## src/rtl/if_unit_param.sv

```systemverilog
`default_nettype none
// if_unit_param: SimpleRISC instruction-fetch unit driving a 1-cycle synchronous instruction
// memory, with stall hold, branch squash and a RUN/HALT controller.
module if_unit_param #(
    parameter int                PC_W        = 32,
    parameter int                INST_W      = 32,
    parameter int                IM_ADDR_W   = 7,
    parameter logic [PC_W-1:0]   RESET_PC    = '0,
    parameter logic [4:0]        HALT_OPCODE = 5'b11111
) (
    input  logic                 clk,
    input  logic                 rst,
    input  logic                 stall,
    input  logic                 isBranchTaken,
    input  logic [PC_W-1:0]      branchPC,
    output logic [INST_W-1:0]    inst,
    output logic [PC_W-1:0]      pc,
    output logic                 inst_valid,
    output logic                 stop,
    output logic                 IMclka,
    output logic                 IMena,
    output logic [IM_ADDR_W-1:0] IMaddra,
    input  logic [INST_W-1:0]    IMdouta
);

    localparam logic       RUN    = 1'b0;
    localparam logic       HALT   = 1'b1;
    localparam logic [PC_W-1:0] PC_ONE = {{(PC_W-1){1'b0}}, 1'b1};

    logic              state;
    logic              next_state;
    logic [PC_W-1:0]   pc_f;
    logic [INST_W-1:0] hold_reg;
    logic              hold_valid;
    logic              running;
    logic              halt_hit;

    // The memory output only holds for one cycle, so a stalled instruction is parked in hold_reg.
    assign inst     = hold_valid ? hold_reg : IMdouta;
    assign IMclka   = clk;
    assign IMaddra  = pc_f[IM_ADDR_W-1:0];
    assign halt_hit = inst_valid && (inst[INST_W-1 -: 5] == HALT_OPCODE) && !stall && !isBranchTaken;

    always_ff @(posedge clk or negedge rst) begin
        if (!rst) begin
            state <= RUN;
        end else begin
            state <= next_state;
        end
    end

    always_comb begin
        next_state = state;
        case (state)
            RUN:     if (halt_hit) next_state = HALT;
            HALT:    next_state = HALT;
            default: next_state = RUN;
        endcase
    end

    always_comb begin
        running = (state == RUN);
        IMena   = running && (!stall || isBranchTaken);
    end

    always_ff @(posedge clk or negedge rst) begin
        if (!rst) begin
            pc_f       <= RESET_PC;
            pc         <= RESET_PC;
            inst_valid <= 1'b0;
            stop       <= 1'b0;
            hold_reg   <= '0;
            hold_valid <= 1'b0;
        end else if (running) begin
            if (isBranchTaken) begin
                pc_f       <= branchPC;
                inst_valid <= 1'b0;
                hold_valid <= 1'b0;
            end else if (halt_hit) begin
                inst_valid <= 1'b0;
                stop       <= 1'b1;
            end else if (stall) begin
                if (!hold_valid) begin
                    hold_reg   <= IMdouta;
                    hold_valid <= 1'b1;
                end
            end else begin
                pc         <= pc_f;
                pc_f       <= pc_f + PC_ONE;
                inst_valid <= 1'b1;
                hold_valid <= 1'b0;
            end
        end
    end

endmodule
`default_nettype wire

```

## config.mk

```make
export PLATFORM = sky130hd
export DESIGN_NAME = if_unit_param
export DESIGN_NICKNAME = d
export VERILOG_FILES = /design/src/rtl/if_unit_param.sv
export SDC_FILE = /design/constraint.sdc
export NUM_CORES = 1
export LEC_CHECK = 0
export BUFFER_PORTS_ARGS = -buffer_cell sky130_fd_sc_hd__buf_4
export CAP_MARGIN = 0
export CORE_MARGIN = 2
export CORE_UTILIZATION = 25
export DETAILED_ROUTE_END_ITERATION = 8
export GPL_ROUTABILITY_DRIVEN = 1
export SLEW_MARGIN = 20
export SYNTH_ARGS = -nofsm -noshare
export SYNTH_HDL_FRONTEND = slang
export SYNTH_SLANG_ARGS = --single-unit
```

## constraint.sdc

```tcl
create_clock -name clk -period 2 [get_ports clk]
set_input_delay 0.1 -clock clk [delete_from_list [all_inputs] [get_ports clk]]
set_output_delay 0.1 -clock clk [all_outputs]
set_load 0.1 [all_outputs]
```

Word level (Yosys, flattened, before mapping)
Cells that the tools add are included.
{"block": "totals", "regBits": 100, "input_bits": 68, "word_cells": 41}
{"block": "op_classes", "n_addsub": 1, "eq_ne": 4, "muxes": 12, "bitwise_logic": 4, "n_reduce_logical": 13}
{"cell": "$mux W32", "n": 4}
{"cell": "$add A32 B1 Y32 const B", "n": 1}
{"cell": "$reduce_and A4 Y1", "n": 2}
{"cell": "$mux W1", "n": 7}
{"cell": "$reduce_and A3 Y1", "n": 2}
{"cell": "$eq A5 B5 Y1 const B", "n": 1}
{"cell": "$logic_and A1 B1 Y1", "n": 4}
{"cell": "$not A1 Y1", "n": 4}
{"cell": "$reduce_and A2 Y1", "n": 2}
{"cell": "$ne A3 B1 Y1 const B", "n": 1}
{"cell": "$logic_not A1 Y1", "n": 2}
{"cell": "$ne A2 B1 Y1 const B", "n": 1}
{"cell": "$ne A2 B2 Y1 const B", "n": 1}
{"cell": "$pmux W1 S2", "n": 1}
{"cell": "$logic_or A1 B1 Y1", "n": 1}

Logic depth before layout (Yosys ltp)
Gate-level depths: netlist of run 1.
{"block": "depth", "depth_word": 7, "mapped_depth": 10}

==> results of run 1 <==
worst max path at each step:
stage | startpoint | to | cells past startpoint
final | pc_f[0] | pc_f[26] | 8
after global routing | pc_f[11] | pc_f[28] | 8
after CTS | pc_f[0] | pc_f[25] | 7
after detailed placement | hold_valid | pc_f[11] | 7
after global placement | pc_f[1] | pc_f[25] | 7
after floorplan | state | pc[0] | 6
worst max-delay path, stage by stage (launching register included):
cell	delay [ns]
dfrtp_1	0.38
ha_2	0.22
nand3_2	0.11
or4_4	0.54
nor2_4	0.13
buf_6	0.13
nand4b_1	0.11
mux2i_1	0.16
nand2_1	0.06
metrics by stage:
stage | hold WS (ns) | util [%]
4_1_cts | 0.00114 | 37.2
3_3_place_gp | 0.150 | 33.5
5_1_grt | 0.0103 | 37.5
2_1_floorplan | -0.196 | -
6_report | 0.0135 | 37.5
3_5_place_dp | 0.154 | 33.5
logic make-up (layout without fill, tap and decap cells):
group	Yosys count	count (layout)	synth area share, %
compound gates	95	95	11.4
fa+ha+maj	1	1	0.247
buf+inv	46	252	4.37
flops	100	100	49.4
mux	99	99	21.9
other cells	0	1	0
simple gates	120	120	12.7
metal layers:
metal | vias to the layer above | wire length, um | global-route usage (%)
li1 | 2092 | - | -
met2 | 169 | 6570 | 22.1
met4 | 0 | 121 | 3.59
met3 | 12 | 1150 | 4.94
met1 | 2079 | 6790 | 18.4
met5 | - | 0 | 0
cells in the mapped netlist, types with 2 or more instances:
master       n
a211oi_1     3
a21o_1       4
a21oi_1     27
a22oi_1      7
a31o_2       2
a31oi_1      5
and2_1       2
and3_1       8
and4_1       3
buf_1        5
buf_2        6
buf_4        9
clkbuf_1    17
dfrtp_1    100
inv_1        8
mux2_2      94
mux2i_1      5
nand2_1     19
nand2b_1     3
nand3_1     14
nand4_1     10
nor2_1      28
nor2b_1      4
nor3_1      12
nor3b_1      3
nor4_1       4
o21ai_0     27
o22ai_1      6
o2bb2ai_1    4
or4_1        4
what timing repair did:
| action | CTS | global route |
|---|---|---|
| hold endpoints to repair | 69 | 0 |
| pin swaps | 2 | 2 |
| setup buffers | 2 | 3 |
| gates resized for setup | 3 | 11 |
| hold buffers | 30 | 0 |
| endpoints found under the setup margin | 13 | 61 |
cell type report:
class	count	area, um2	share of cell area [%]
Clock buffer	14	322	4.28
Antenna cell	1	2.50	0.0333
Multi-Input combinational cell	315	2400	31.9
Sequential cell	100	2510	33.4
Timing Repair Buffer	224	1800	24.0
Inverter	8	33.8	0.449
Clock inverter	6	116	1.55
Tap cell	270	338	4.49
power by group:
part	internal (mW)	switching, mW	leakage [nW]	total [mW]
Combinational	1.97	5.26	1.93	7.23
Clock	1.55	1.03	0.216	2.58
Sequential	2.84	0.481	1.17	3.33
cell usage in the layout, fill, tap and decap left out, types with 10 or more instances in the layout:
cell | Yosys | layout
a21oi_1 | 27 | 27
buf_4 | 9 | 190
clkbuf_16 | 0 | 12
dfrtp_1 | 100 | 98
dlygate4sd3_1 | 0 | 30
mux2_2 | 94 | 94
nand2_1 | 19 | 19
nand3_1 | 14 | 13
nand4_1 | 10 | 10
nor2_1 | 28 | 26
nor3_1 | 12 | 11
o21ai_0 | 27 | 27
==> metrics.yaml, run 1 <==
drive_gt1_share_pct: 49.3
path_clk_slew_ns: 0.07
synth.net_count: 530
holdCritStartpoint: "stall"
dpl_cell_area_um2: 6710
clk-insertion-delay-late_ns: 0.47
rr_worst_depth: 8
grt_pass1_vias: 4428
postSynthAreaPerCell_um2: 11.0
maxCapViolations: 0
min_to: "pc_f[25]"
setup_viol: 0
cp.required_ns: 2.35
dieArea_um2: 21400
ant_nets: 0
power_mw: 13.1
synth_seq_area_share_pct: 49.4
dr_total_vias: 4352
start_kind: "flop"
die_w_um: 146
worst_slew_pin_slew_ns: 0.597
final_nets: 731
dp_hpwl_um: 10500
fmax_mhz: 514
maxSlewViolCount: 0
coreArea_um2: 20000
rrSetupSlack_ns: 0.06
power.density_nw_per_um2: 1750
rows: 52
grt_overflow: 0
instances_no_fill: 938
critPathMaxFanout: 5
max_slew_margin_pct: 60.2
timing.rr.start: "pc_f[0]"
reg2reg_to: "pc_f[26]"
grt_pass1_wl_um: 23900
track_usage_pct: 14.0
wl_per_cell_um: 15.6
synth_edf_count: 0
rsz0062_at_grt: "yes"
fin_crit_ns: 1.94
syn_to_final_growth_pct: 48.3
gp_congestion: 0.803
synth_seq_cells: 100
place.port_buffers: 142
nFillCells: 2018
leakage_nw: 3.31
hold_viol: 0
die_h_um: 146
dp_cells: 884
ys_types: 48
synth.area.top_cells: "dfrtp_1 (49%), mux2_2 (21%), a21oi_1 (2.7%)"
fin_crit_sh_pct: 97.2
ioPinCount: 143
skew_ns: 0.0113
worst_slack_ns: 0.0559
netlist.area_leader.share_pct: 49.4
fin_setup_tns_ns: 0
tritoncts: "done"
async_reset_ff_share_pct: 100
hold_depth: 3
vias_per_cell: 4.64
first_pass_iters: 4
ir_drop_mv: 1.01
fin_area_um2: 7520
synth_ff_type: "dfrtp_1"
status: "finished clean"
critPathKind: "reg2reg"
yosysTopAreaCell: "dfrtp_1"
grt_antenna_before_repair: 0
drcViolationCount: 0
pre_cts_slack_ns: -0.0755
initial_utilization_pct: 25.3
synth_area_um2: 5070
drtIter0Drc: 190
grt_max_degree: 44
wirelength_um: 14600
ys_warn_count: 0
cp.arrival_ns: 2.29
min_path_type: "in2reg"
endpoint_kind: "flop"
synthCells: 461
Note: power is estimated with default switching activity, not from simulation.
==> inputs of run 2 (changes only) <==
--- a/config.mk
+++ b/config.mk
@@ -5,6 +5,7 @@
 export SDC_FILE = /design/constraint.sdc
 export NUM_CORES = 1
 export LEC_CHECK = 0
+export ABC_AREA = 1
 export BUFFER_PORTS_ARGS = -buffer_cell sky130_fd_sc_hd__buf_4
 export CAP_MARGIN = 0
 export CORE_MARGIN = 2
==> run 2 against run 1 <==
  * Sequential power down 36%
  * Synthesized area up 14%
  * Critical path depth down 3
  * Combinational power down 84%
  * Sequential share of layout area down 2.4 points
  * Cell count up 33%
  * Highest routed layer unchanged
==> metrics.yaml, run 2 <==
path_clk_slew_ns: 0.07  # about the same
seq_power_share_pct: 37.7  # +12 points
initial_utilization_pct: 25.4  # +0.14 points
min_path_type: "in2reg"
grt_antenna_before_repair: 0  # unchanged
rows: 55  # +5.8%
worstPathCellList: "inv_4 -> buf_16 -> nand2_1 -> o21ai_1 -> buf_6"
async_reset_ff_share_pct: 100  # unchanged
timing.rr.start: "pc_f[1]"
clkPwrFrac_pct: 41.5  # +22 points
postSynthAreaPerCell_um2: 7.43  # -32%
worst_slew_pin_slew_ns: 0.488  # -0.109 ns
instances_no_fill: 1244  # +33%
critical_path.max_stage_delay_ns: 0.47  # -0.07 ns
ys_warn_count: 0  # unchanged
track_usage_pct: 14.5  # +0.49 points
critPathMaxFanout: 54  # +49
holdCritStartpoint: "IMdouta[2]"
drive_gt1_share_pct: 25.5  # -24 points
power.density_nw_per_um2: 701  # -60%
yosysTopAreaCell: "dfrtp_1"
synthCells: 775  # +68%
crit_slowest_cell: "dfrtp_2"
min_to: "hold_reg[2]"
fin_setup_tns_ns: 0  # unchanged
skew_ns: 0.0104  # -0.000935 ns
clk-insertion-delay-late_ns: 0.47  # about the same
tritoncts: "done"
wirelength_um: 17100  # +17%
setup_viol: 0  # unchanged
synth_seq_area_share_pct: 43.5  # -5.9 points
endpoint_kind: "primary output"
cp-startpoint: "hold_valid"
whs_ns: 0.00692  # -0.00660 ns
reg2reg_to: "pc_f[14]"
yosysMostFrequentCell: "nand2_1"
dr_total_vias: 5470  # +26%
cp.arrival_ns: 1.79  # -0.50 ns
maxCapViolations: 0  # unchanged
ant_nets: 0  # unchanged
drcViolationCount: 0  # unchanged
die_h_um: 156  # +6.4%
register_area_um2: 2500  # -0.15%
grt_max_degree: 65  # +48%
switching_share_pct: 33.5  # -18 points
synth_seq_cells: 100  # unchanged
syn_to_final_growth_pct: 40.4
hold_viol: 0  # unchanged
combPwrFrac_pct: 20.8  # -34 points
p_sw_mw: 1.90  # -72%
max_slew_margin_pct: 67.5  # +7.3 points
cts_setup_buffers: 0  # -2
ir_drop_mv: 0.862  # -14%
wl_per_cell_um: 13.7  # -12%
fmax_mhz: 529  # +2.9%
layout_commonest_cell: "nand2_1"
rr_worst_depth: 10  # +2
first_pass_iters: 5  # +1
die_w_um: 156  # +6.4%
drtIter0Drc: 381  # +100%
fin_crit_sh_pct: 94.5  # -2.7 points
ioPinCount: 143  # unchanged
gp_congestion: 0.875  # +9.0%
hold_depth: 5  # +2
synthTopCellsByCount: "nand2_1 (283), dfrtp_1 (100), nor2_1 (77)"
ys_types: 34  # -29%
netlist.area_leader.share_pct: 43.5  # -5.9 points
synth_edf_count: 0  # unchanged
grt_overflow: 0  # unchanged
rrSetupSlack_ns: 0.23  # +0.17 ns
synth_ff_type: "dfrtp_1"
dp_cells: 1178  # +33%
final_cell_mix: "nand2_1 (280), buf_4 (127), dfrtp_1 (99)"
critPathBufInv: 3  # +2
grt_pass1_vias: 5278  # +19%
critPathKind: "reg2out"
cp.required_ns: 1.90  # -0.45 ns
vias_per_cell: 4.40  # -5.2%
synth_area_um2: 5760  # +14%
dp_hpwl_um: 12700  # +21%
synth.net_count: 844  # +59%
synth.area.top_cells: "dfrtp_1 (43%), nand2_1 (18%), o21ai_0 (6.3%)"
fin_crit_ns: 1.89  # -0.0545 ns
power_mw: 5.67  # -57%
start_kind: "flop"
grt_pass1_wl_um: 27500  # +15%
multi_input_area_um2: 2710  # +13%
status: "finished clean"
internal-power_mw: 3.77  # -41%
nFillCells: 2345  # +16%
dieArea_um2: 24300  # +13%
coreArea_um2: 22600  # +13%
dpl_cell_area_um2: 7120  # +6.2%
cp_top_family: "buffers and inverters"
final_nets: 1023  # +40%
place.port_buffers: 142  # unchanged
leakage_nw: 3.90  # +18%
fin_area_um2: 8090  # +7.6%
antenna_cells: 0  # -1
maxSlewViolCount: 0  # unchanged
==> run 2: cell types whose count changed after synthesis, sizes merged, moves of 8 or more <==
cell / previous run / this run
nand4: 11 / 0
mux2: 94 / 0
nand3: 14 / 45
nor3: 12 / 0
inv: 8 / 75
nor2: 30 / 82
a21oi: 27 / 1
nand2: 20 / 297
and3: 8 / 0
o21ai: 28 / 120
==> run 2: cells by family after synthesis <==
family                     Yosys count  share of synthesized area, %
AOI/OAI and AO/OA                  128                          13.8
buffers and inverters              114                          9.80
muxes                                2                         0.348
DFF                                100                          43.5
xor gates and xnor gates             3                         0.456
adders and majority gates            1                         0.217
and+or+nand+nor                    427                          31.9
==> run 2: power groups by stage <==
| stage | clock network (mW) | logic (mW) | registers (mW) |
|---|---|---|---|
| 6_report | 2.35 | 1.18 | 2.14 |
| 5_1_grt | 2.49 | 1.25 | 2.14 |
| 4_1_cts | 2.40 | 1.18 | 2.14 |
| 3_5_place_dp | 0.189 | 1.09 | 2.18 |
| 3_3_place_gp | 0.189 | 1.09 | 2.17 |
| 2_1_floorplan | 0.189 | 0.436 | 2.48 |
==> run 2: repair_timing <==
action / in CTS / in global routing
hold buffers: 47 / 0
resized for setup: 11 / 16
endpoints found under the setup margin: 27 / 29
pin swaps: 0 / 0
endpoints found under the hold margin: 107 / 0
==> run 2: worst max-delay path by stage <==
stage               cells past startpoint      endpoint  slack, ns
floorplan                               7  hold_reg[24]      -0.48
global placement                       10      pc_f[21]       0.31
detailed placement                     10      pc_f[21]       0.27
CTS                                     5      inst[20]     0.0006
global route                            5      inst[12]     -0.004
finish                                  5      inst[23]       0.11
==> run 2: stage by stage <==
stage	setup slack (ns)	utilization (%)
floorplan	-0.484	-
global placement	0.310	31.5
detailed placement	0.267	31.5
CTS	0.000579	35.4
global route	-0.00428	35.7
finish	0.110	35.7
==> run 2: layout make-up <==
| type | instances | share of cell area, % |
|---|---|---|
| multi-input cells | 561 | 33.6 |
| clock buffers | 15 | 4.15 |
| repair buffers | 203 | 22.7 |
| flip-flops and latches | 100 | 31.0 |
| well taps | 285 | 4.41 |
| clock inverters | 5 | 0.743 |
| inverters | 75 | 3.51 |
==> run 2: metal layers <==
| metal | routed length (um) | up-vias | global-route usage, % |
|---|---|---|---|
| met2 | 7930 | 113 | 23.0 |
| met1 | 7770 | 2531 | 19.0 |
| met4 | 554 | 0 | 6.68 |
| met3 | 816 | 31 | 3.03 |
| met5 | 0 | - | 0 |
| li1 | - | 2795 | - |
==> run 2: worst min-delay path, cell delays in order <==
cell and delay, ns:
buf_4 0.08, nand2_1 0.04, o21ai_1 0.09, nand2_1 0.06, o21ai_0 0.07
